==> src/rtl/mm_stream_sequencer.sv <==
// Serial-to-parallel operand loader and parallel-to-serial result drainer for the
// 3x3-by-3x1 matrix multiplier core. Optional in_last framing check: MM_FRAME_CHECK_EN.
`ifndef FACTOR_WIDTH_DEFAULT
`define FACTOR_WIDTH_DEFAULT 8
`endif
`ifndef PRODUCT_WIDTH_DEFAULT
`define PRODUCT_WIDTH_DEFAULT 18
`endif

// state | meaning
// LOAD  | accept 12 operand beats, counter = beat index
// COMP  | one cycle, operands stable, core products captured at cycle end
// DRAIN | return C_11, C_21, C_31, counter = result index
module mm_stream_sequencer #(
  parameter int NBITS        = `FACTOR_WIDTH_DEFAULT,
  parameter int RESULT_WIDTH = `PRODUCT_WIDTH_DEFAULT
) (
  input  logic                    clk,
  input  logic                    rst_n,
  input  logic [NBITS-1:0]        in_data,
  input  logic                    in_valid,
  output logic                    in_ready,
  output logic [NBITS-1:0]        op_a_11,
  output logic [NBITS-1:0]        op_a_12,
  output logic [NBITS-1:0]        op_a_13,
  output logic [NBITS-1:0]        op_a_21,
  output logic [NBITS-1:0]        op_a_22,
  output logic [NBITS-1:0]        op_a_23,
  output logic [NBITS-1:0]        op_a_31,
  output logic [NBITS-1:0]        op_a_32,
  output logic [NBITS-1:0]        op_a_33,
  output logic [NBITS-1:0]        op_b_11,
  output logic [NBITS-1:0]        op_b_21,
  output logic [NBITS-1:0]        op_b_31,
  input  logic [RESULT_WIDTH-1:0] res_c_11,
  input  logic [RESULT_WIDTH-1:0] res_c_21,
  input  logic [RESULT_WIDTH-1:0] res_c_31,
  output logic [RESULT_WIDTH-1:0] out_data,
  output logic                    out_valid,
  input  logic                    out_ready,
`ifdef MM_FRAME_CHECK_EN
  input  logic                    in_last,
  output logic                    frame_err,
`endif
  output logic                    out_last
);

  localparam logic [1:0] LOAD  = 2'd0;
  localparam logic [1:0] COMP  = 2'd1;
  localparam logic [1:0] DRAIN = 2'd2;

  logic [1:0]              state;
  logic [3:0]              cnt;
  logic [NBITS-1:0]        op_r  [12];
  logic [RESULT_WIDTH-1:0] res_r [3];
  logic                    frame_ok;

  // A beat whose in_last disagrees with its position aborts the frame
  always_comb begin
    frame_ok = 1'b1;
`ifdef MM_FRAME_CHECK_EN
    frame_ok = (in_last == (cnt == 4'd11));
`endif
  end

  always_ff @(posedge clk or negedge rst_n) begin
    if (!rst_n) begin
      state <= LOAD;
      cnt   <= 4'd0;
      for (int i = 0; i < 12; i++) op_r[i] <= '0;
      for (int i = 0; i < 3; i++) res_r[i] <= '0;
`ifdef MM_FRAME_CHECK_EN
      frame_err <= 1'b0;
`endif
    end else begin
`ifdef MM_FRAME_CHECK_EN
      frame_err <= 1'b0;
`endif
      case (state)
        LOAD: begin
          if (in_valid) begin
            op_r[cnt] <= in_data;
            if (!frame_ok) begin
              cnt <= 4'd0;
`ifdef MM_FRAME_CHECK_EN
              frame_err <= 1'b1;
`endif
            end else if (cnt == 4'd11) begin
              cnt   <= 4'd0;
              state <= COMP;
            end else begin
              cnt <= cnt + 4'd1;
            end
          end
        end
        COMP: begin
          res_r[0] <= res_c_11;
          res_r[1] <= res_c_21;
          res_r[2] <= res_c_31;
          cnt      <= 4'd0;
          state    <= DRAIN;
        end
        DRAIN: begin
          if (out_ready) begin
            if (cnt == 4'd2) begin
              cnt   <= 4'd0;
              state <= LOAD;
            end else begin
              cnt <= cnt + 4'd1;
            end
          end
        end
        default: begin
          cnt   <= 4'd0;
          state <= LOAD;
        end
      endcase
    end
  end

  always_comb begin
    out_data = '0;
    if (state == DRAIN) begin
      case (cnt)
        4'd0:    out_data = res_r[0];
        4'd1:    out_data = res_r[1];
        default: out_data = res_r[2];
      endcase
    end
  end

  assign in_ready  = (state == LOAD);
  assign out_valid = (state == DRAIN);
  assign out_last  = (state == DRAIN) && (cnt == 4'd2);

  assign op_a_11 = op_r[0];
  assign op_a_12 = op_r[1];
  assign op_a_13 = op_r[2];
  assign op_a_21 = op_r[3];
  assign op_a_22 = op_r[4];
  assign op_a_23 = op_r[5];
  assign op_a_31 = op_r[6];
  assign op_a_32 = op_r[7];
  assign op_a_33 = op_r[8];
  assign op_b_11 = op_r[9];
  assign op_b_21 = op_r[10];
  assign op_b_31 = op_r[11];

endmodule
==> config.mk <==
export PLATFORM = sky130hd
export DESIGN_NAME = mm_stream_sequencer
export DESIGN_NICKNAME = d
export VERILOG_FILES = /design/src/rtl/mm_stream_sequencer.sv
export SDC_FILE = /design/constraint.sdc
export NUM_CORES = 1
export LEC_CHECK = 0
export ABC_CLOCK_PERIOD_IN_PS = 4700
export CORE_MARGIN = 2
export CORE_UTILIZATION = 50
export DETAILED_ROUTE_END_ITERATION = 7
export PLACE_DENSITY = 0.93
export SETUP_SLACK_MARGIN = 0.02
export SLEW_MARGIN = 0
export SYNTH_ARGS = -nofsm -noshare
export SYNTH_HDL_FRONTEND = slang
export SYNTH_SLANG_ARGS = --single-unit
==> constraint.sdc <==
create_clock -name clk -period 4.7 [get_ports clk]
set_clock_uncertainty 0.05 [all_clocks]
set_input_delay 1.175 -clock clk [delete_from_list [all_inputs] [get_ports clk]]
set_output_delay 1.175 -clock clk [all_outputs]
set_load 0.02 [all_outputs]
==> flow_summary.json <==
{
  "grt_pass1_vias": 4863,
  "track_usage_pct": 24.4,
  "grt_overflow": 0,
  "hp-class": "reg -> reg",
  "drc_errors": 0,
  "clockRootBuffer": "clkbuf_16",
  "start_kind": "register",
  "arrival_ns": 2.83,
  "core_area_sq_um": 12700,
  "rsz0062_at_grt": "no",
  "vias": 4530,
  "place_congestion": 0.837,
  "die_w_um": 119,
  "p_per_area_nw_per_um2": 622,
  "maxCapViolations": 0,
  "drtIter0Drc": 294,
  "clk_pin_slew_worst_paths_ns": 0.06,
  "antenna_found_initial": 0,
  "synth_nets": 522,
  "dieArea_sq_um": 14100,
  "dp_hpwl_um": 11400,
  "fp-row-count": 41,
  "async_flop_share_pct": 100,
  "synth.top_cell.area_share_pct": 59.3,
  "slew_violations": 0,
  "grt_max_degree": 122,
  "ys_top_cells_by_area": "dfrtp_1, mux2_2, a22oi_1",
  "hold_viol": 0,
  "drive_gt1_share_pct": 31.9,
  "drt_pass1_iterations": 4,
  "crit_slowest_cell": "dfrtp_1",
  "p_leak_uw": 0.00416,
  "grt_pass1_wl_um": 26500,
  "ys_seq_area_share_pct": 59.3,
  "avgSynthCellArea_sq_um": 14.6,
  "finalWirelength_um": 16500,
  "pre_cts_ws_ns": 1.19,
  "syn_to_final_growth_pct": 38.7,
  "n_antenna_cell": 0,
  "worst_slack_ns": 0.649,
  "fin_nets": 696,
  "fin_crit_sh_pct": 86.2,
  "clock_latency_ns": 0.41,
  "fin_setup_tns_ns": 0,
  "worstPathCellList": "or3b_2 -> nand3_1 -> a21oi_1 -> clkdlybuf4s50_1",
  "routed_via_density": 5.59,
  "cts_tree": "built",
  "cts_hold_buf": 0,
  "synth_commonest_cells": "dfrtp_1, mux2_2, a21oi_1",
  "status": "finished clean",
  "initial_core_util_pct": 51.7,
  "syn_inst": 452,
  "synth_seq_cells": 156,
  "worst_pin_slew_ns": 1.05,
  "synth_area_leader_cell": "dfrtp_1",
  "slowest_delay_ns": 0.80,
  "synth_most_common_cell": "dfrtp_1",
  "synth_area_sq_um": 6580,
  "fp.dieH_um": 119,
  "htree_levels": 4,
  "pin_count": 183,
  "routedWlPerCell_um": 20.4,
  "fmax_ghz": 0.247,
  "cts_setup_buffers": 0,
  "yosys_warnings": 0,
  "cts_sinks": 156,
  "io_buffers": 182,
  "worstSetupEndpointType": "output pin",
  "synthFlopType": "dfrtp_1",
  "cp.required_ns": 3.47,
  "clock_path_buffers": 2,
  "crit_family": "flip-flops",
  "relSlewSlack_pct": 29.8,
  "report.final.setup_viol": 0,
  "ant_nets": 0,
  "crit_buf_inv": 1,
  "peakVddDrop_mv": 0.316,
  "synth_cell_types": 35,
  "cts_resized": 0,
  "crit_path_max_fanout": 19,
  "numCtsBuffers": 17,
  "min_period_ns": 4.05,
  "crit_type": "reg -> out",
  "synth_edf_count": 0
}
-- registers in the layout, summed over array words and instances (netlist names), 8 cells and up --
name     cells
res_r       54
op_a_32      8
op_a_13      8
op_a_12      8
op_a_21      8
op_a_23      8
op_b_31      8
op_b_11      8
op_a_31      8
op_a_33      8
op_b_21      8
op_a_11      8
op_a_22      8
-- power by group --
part	leakage, uW	total, uW	switching (uW)	internal [uW]
logic	0.00177	2130	1010	1110
clock network	0.000304	1400	536	867
registers	0.00209	2150	345	1810
-- layout by cell type (no fill, tap or decap), types with 2 or more instances in the layout --
| cell | netlist | layout |
|---|---|---|
| a21oi_1 | 21 | 21 |
| a22oi_1 | 18 | 18 |
| a31oi_1 | 2 | 2 |
| and3_1 | 2 | 2 |
| buf_4 | 2 | 4 |
| bufinv_16 | 0 | 3 |
| clkbuf_16 | 0 | 17 |
| clkbuf_8 | 0 | 2 |
| clkdlybuf4s50_1 | 0 | 181 |
| clkinv_2 | 0 | 3 |
| clkinv_4 | 0 | 4 |
| dfrtp_1 | 156 | 156 |
| ha_1 | 4 | 4 |
| inv_1 | 6 | 6 |
| inv_6 | 0 | 2 |
| mux2_1 | 2 | 2 |
| mux2_2 | 149 | 149 |
| nand2_1 | 7 | 7 |
| nand3_1 | 20 | 20 |
| nand4_1 | 2 | 2 |
| nand4_2 | 2 | 2 |
| nand4bb_1 | 2 | 2 |
| nor2_1 | 2 | 2 |
| nor2_8 | 4 | 4 |
| nor3b_2 | 2 | 2 |
| nor4_4 | 2 | 2 |
| nor4b_1 | 2 | 2 |
| or3b_2 | 3 | 3 |
| or4b_4 | 2 | 2 |
-- final timing paths --
| check | startpoint | cells after the start | slack (ns) | endpoint |
|---|---|---|---|---|
| max reg2reg | state[0] | 3 | 2.23 | res_r[32] |
| max | cnt[2] | 4 | 0.65 | out_data[10] |
| min reg2reg | op_b_11[5] | 1 | 0.45 | op_b_11[5] |
| min | op_b_11[5] | 1 | 0.45 | op_b_11[5] |
| max in group asynchronous | rst_n | 2 | 2.62 | res_r[46] |
| min in group asynchronous | rst_n | 1 | 0.84 | op_a_32[0] |
-- layer usage --
layer | track usage (%) | part of all wire [%]
met3 | 8.06 | 7.8
met1 | 28.9 | 39
met5 | 0 | 0
met2 | 41.2 | 51
met4 | 9.08 | 1.9
-- logic make-up (layout without fill, tap and decap cells) --
family	Yosys count	after routing	synth area share, %
DFF	156	156	59.3
buffers and inverters	37	224	2.53
AOI/OAI and AO/OA	45	45	4.33
and+or+nand+nor	58	58	7.07
adders and majority gates	4	4	0.760
muxes	152	152	26.0
-- worst register-to-register path: stages, from the launching register on --
cell,delay (ns)
dfrtp_1,0.59
nor2b_4,0.91
buf_4,0.42
mux2_2,0.38
-- per-stage QoR --
step	total power [uW]	instances	util, %	hold WS, ns	cell area, sq um
after CTS	5730	811	71.8	0.457	9130
final	5680	811	71.8	0.454	9130
after global routing	5940	811	71.8	0.470	9130
after floorplan	3270	452	-	0.430	6580
after detailed placement	4290	779	66.9	0.441	8510
after global placement	4170	779	66.9	0.416	8510
-- area by class of cell --
cell class / count / area (sq um)
fill: 872 / 3590
tap: 172 / 215
clock inverter: 13 / 165
multi-input combinational: 259 / 2520
clock buffer: 19 / 453
timing repair buffer: 186 / 1850
inverter: 6 / 22.5
sequential: 156 / 3900
(Power assumes the default switching activity.)
==> RTL change 1: new RTL, config.mk and constraints unchanged <==
Build with the macro `MM_FRAME_CHECK_EN` defined.
--- a/src/rtl/mm_stream_sequencer.sv
+++ b/src/rtl/mm_stream_sequencer.sv
@@ -1,5 +1,7 @@
 // Serial-to-parallel operand loader and parallel-to-serial result drainer for the
 // 3x3-by-3x1 matrix multiplier core. Optional in_last framing check: MM_FRAME_CHECK_EN.
+`define MM_FRAME_CHECK_EN
+
 `ifndef FACTOR_WIDTH_DEFAULT
 `define FACTOR_WIDTH_DEFAULT 8
 `endif
Ports: changed (added frame_err and in_last); port bits go from 183 to 185. No check against the original RTL was run, so the function may have changed too.
==> RTL change 1 against the original RTL <==
Worst setup slack lost 390 ps; design area grew 0.14%; final cell count grew 0.49%; area after synthesis shrank 0.23%; total power grew 6.3%; core utilization grew 0.098 points; sequential cell count grew 1; routed wire length grew 1.6%; critical path type unchanged; highest routed layer unchanged.
==> RTL change 1: results (changes against the original RTL) <==
| Metric | Value |
|---|---|
| Status | completed (unchanged) |
| Met3 Usage GRT | 9.80% (was 8.06%) |
| Global-route wire length before repair | 26800 um (was 26500 um) |
| Area Growth Syn to Fin | 39.3% (was 38.7%) |
| Ratio of cells with drive above 1 in the final layout | 32.7% (was 31.9%) |
| Signal buffers | 187 (was 186) |
| Hpwl dp | 11400 um (about the same) |
| Syn Nets | 520 (was 522) |
| Part of the Yosys area used for sequential elements | 59.8% (was 59.3%) |
| #MultiIn Comb | 265 (was 259) |
| Worst VDD drop | 0.000395 V (was 0.000316 V) |
| Clk cell area share | 6.66% (was 6.77%) |
| Vias in the first global route | 4785 (was 4863) |
| Top Consumer | combinational cells (was registers) |
| WL met3 | 1480 um (was 1300 um) |
| Sequential cell area | 3930 sq um (was 3900 sq um) |
| Post-Place Cells | 784 (was 779) |
| WL final | 16800 um (was 16500 um) |
| Synth cell types | 38 (was 35) |
| Hold path start | op_b_31[7]$_DFFE_PN0P_ (was op_b_11[5]$_DFFE_PN0P_) |
| Multi-input gate share of the layout cell area | 27.4% (was 27.6%) |
| Final Non-Filler Cells | 815 (was 811) |
| Nets | 702 (was 696) |
| Worst EP arrival | 3210 ps (was 2830 ps) |
| R2R Setup Slk | 2430 ps (was 2230 ps) |
| Clock Sinks | 157 (was 156) |
| Lkg Pwr | 4.07 nW (was 4.16 nW) |
| Synth area leaders | dfrtp_1 (60%), mux2_2 (26%), a22oi_1 (2.1%) (was dfrtp_1 (59%), mux2_2 (25%), a22oi_1 (2.1%)) |
| Post-DP Area | 8530 sq um (was 8510 sq um) |
| Final WS setup | 262 ps (was 649 ps) |
| Crit path launch | cnt[0]$_DFFE_PN0P_ (was cnt[2]$_DFFE_PN0P_) |
| Design area | 9140 sq um (was 9130 sq um) |
| Gate power share | 39.7% (was 37.4%) |
| Worst setup path end | out_data[6] (was out_data[10]) |
[RTL change 1: changes by cell type after synthesis, moves of 3 or more]
cell / change
buf_2: -12
buf_4: +6
inv_1: -3
nand2_1: +16
nand2_2: +4
nand3_1: -19
nor2_4: +4
nor2_8: -4
nor2b_1: +3
nor3_1: +3
or3b_2: -3
[RTL change 1: worst max-delay path, stage by stage, from the launching register on]
cell	delay, ps
dfrtp_1	440
inv_1	110
ha_1	220
nor3b_4	150
buf_4	230
nor2_2	650
nand2_1	160
a21oi_1	200
clkdlybuf4s50_1	650
[RTL change 1: cells by family after synthesis]
kind of cell	Yosys count	synth area share, %
buffers and inverters	27	2.19
XOR/XNOR	1	0.133
AO/OA/AOI/OAI	44	4.33
AND/OR/NAND/NOR	65	6.86
adder cells (fa/ha/maj)	4	0.762
multiplexers	151	25.9
flip-flops	157	59.8
==> RTL change 2: new RTL, config.mk and constraints unchanged <==
Made on the original files. Compare `cnt` against `4'd2` with >= in place of ==.
--- a/src/rtl/mm_stream_sequencer.sv
+++ b/src/rtl/mm_stream_sequencer.sv
@@ -102,7 +102,7 @@
         end
         DRAIN: begin
           if (out_ready) begin
-            if (cnt == 4'd2) begin
+            if (cnt >= 4'd2) begin
               cnt   <= 4'd0;
               state <= LOAD;
             end else begin
Check against the original RTL: same outputs for any inputs over 10 cycles, from zero or initial values and one cycle with rst_n low; that may be too few to reach the edited logic, so the function may still have changed.
==> RTL change 2 against the original RTL <==
Sequential cell count stayed put; area after synthesis is 3.1% lower; worst setup slack worse by 390 ps; routed wire length is 1.7% lower; clock power shrank 9%; register-to-register slack better by 400 ps; design area decreased by 2.5%; synthesized cell count down 2.7%; global-route usage up 0.15 points; total power increased by 8.3%; sequential power increased by 8%; combinational power rose by 19%; sequential share of layout area up 1.1 points; largest cell class unchanged.
==> RTL change 2: results (changes against the original RTL) <==
| Metric | Value |
|---|---|
| Period minus WS final | 4440 ps (was 4050 ps) |
| CP delay by family, top | buffers and inverters (was flip-flops) |
| WL met2 | 7890 um (was 8460 um) |
| Hpwl dp | 11100 um (was 11400 um) |
| Syn Inst Count | 440 (was 452) |
| M1 WL | 6440 um (was 6470 um) |
| Final Non-Filler Cells | 807 (was 811) |
| Pin count of the biggest net entering global routing | 107 (was 122) |
| Met3 Usage GRT | 11.8% (was 8.06%) |
| Vias in the first global route | 4707 (was 4863) |
| Met1 Use GR | 28.6% (was 28.9%) |
| Largest fanout on the critical path | 19 (unchanged) |
| Critical path's slowest cell | clkdlybuf4s50_1 (was dfrtp_1) |
| Clock Buffer Count | 21 (was 19) |
| Multi-input gate share of the layout cell area | 26.4% (was 27.6%) |
| Hold Slack | 452 ps (was 454 ps) |
| Worst VDD drop | 0.000503 V (was 0.000316 V) |
| Complex-gate fraction of the synthesized area | 4.47% (was 4.33%) |
| Ratio of cells with drive above 1 in the final layout | 30.9% (was 31.9%) |
| Synth warn | 0 (unchanged) |
| Post-Place Cells | 775 (was 779) |
| Nets | 692 (was 696) |
| Least-Margin Pin Slew | 943 ps (was 1050 ps) |
| Tot GR Track Use | 24.5% (was 24.4%) |
| DR iter-0 viols | 271 (was 294) |
| Synth cell types | 27 (was 35) |
| Met2 Use GR | 40.7% (was 41.2%) |
| R2R Setup Slk | 2630 ps (was 2230 ps) |
| Clk cell area share | 6.24% (was 6.77%) |
| WL met3 | 1720 um (was 1300 um) |
| Largest reg by FF count | res_r (unchanged) |
| Sequential cell area share | 43.8% (was 42.8%) |
| Global-route wire length before repair | 25000 um (was 26500 um) |
| Post-DP Area | 8350 sq um (was 8510 sq um) |
| Synth area leaders | dfrtp_1 (61%), mux2_2 (26%), a22oi_1 (2.1%) (was dfrtp_1 (59%), mux2_2 (25%), a22oi_1 (2.1%)) |
| Filler instances | 865 (was 872) |
| Non-clock buffer share | 20.9% (was 20.3%) |
| Lkg Pwr | 3.88 nW (was 4.16 nW) |
| Via count | 4318 (was 4530) |
| Reg2reg end | cnt[0]$_DFFE_PN0P_ (was res_r[32]$_DFFE_PN0N_) |
| Signal buffers | 187 (was 186) |
| GPL Wtd Cong | 0.815 (was 0.837) |
| Top post-synthesis cells by count | dfrtp_1 (156), mux2_2 (150), nand2_1 (21), a21oi_1 (20), a22oi_1 (18) (was dfrtp_1 (156), mux2_2 (149), a21oi_1 (21), nand3_1 (20), a22oi_1 (18)) |
| Syn Nets | 510 (was 522) |
| Multiplexer area fraction after synthesis | 26.5% (was 26.0%) |
| Hold path start | op_a_23[0]$_DFFE_PN0P_ (was op_b_11[5]$_DFFE_PN0P_) |
| Crit-path max cell delay | 640 ps (was 800 ps) |
| Adder-cell share of the synthesized area | 0.785% (was 0.760%) |
| Status | completed (unchanged) |
| Nonclk inv count | 5 (was 6) |
| Syn Area/Cell | 14.5 sq um (was 14.6 sq um) |
| FF-to-FF Start | cnt[0]$_DFFE_PN0P_ (was state[0]$_DFFE_PN0P_) |
[RTL change 2: changes by cell type in the layout (fill, tap and decap cells not counted), sizes merged, moves of 3 or more]
cell    delta
o21ai      +4
inv        -3
nand3      -9
nand2     +16
nand4      -4
or3b       -3
nand2b     +3
nor2b      +3
[RTL change 2: report_power, final]
part | internal, W | switching (W) | leakage [nW] | total [W]
combinational | 0.00132 | 0.00122 | 1.63 | 0.00254
clock | 0.000752 | 0.000530 | 0.269 | 0.00128
sequential | 0.00196 | 0.000366 | 1.98 | 0.00233
total | 0.00404 | 0.00212 | 3.88 | 0.00615
[RTL change 2: worst max-delay path by stage]
stage              endpoint  cells past startpoint
2_1_floorplan  out_data[10]                      6
3_3_place_gp    out_data[1]                      8
3_5_place_dp    out_data[9]                      8
4_1_cts         out_data[9]                      8
5_1_grt         out_data[8]                      8
6_report        out_data[9]                      8
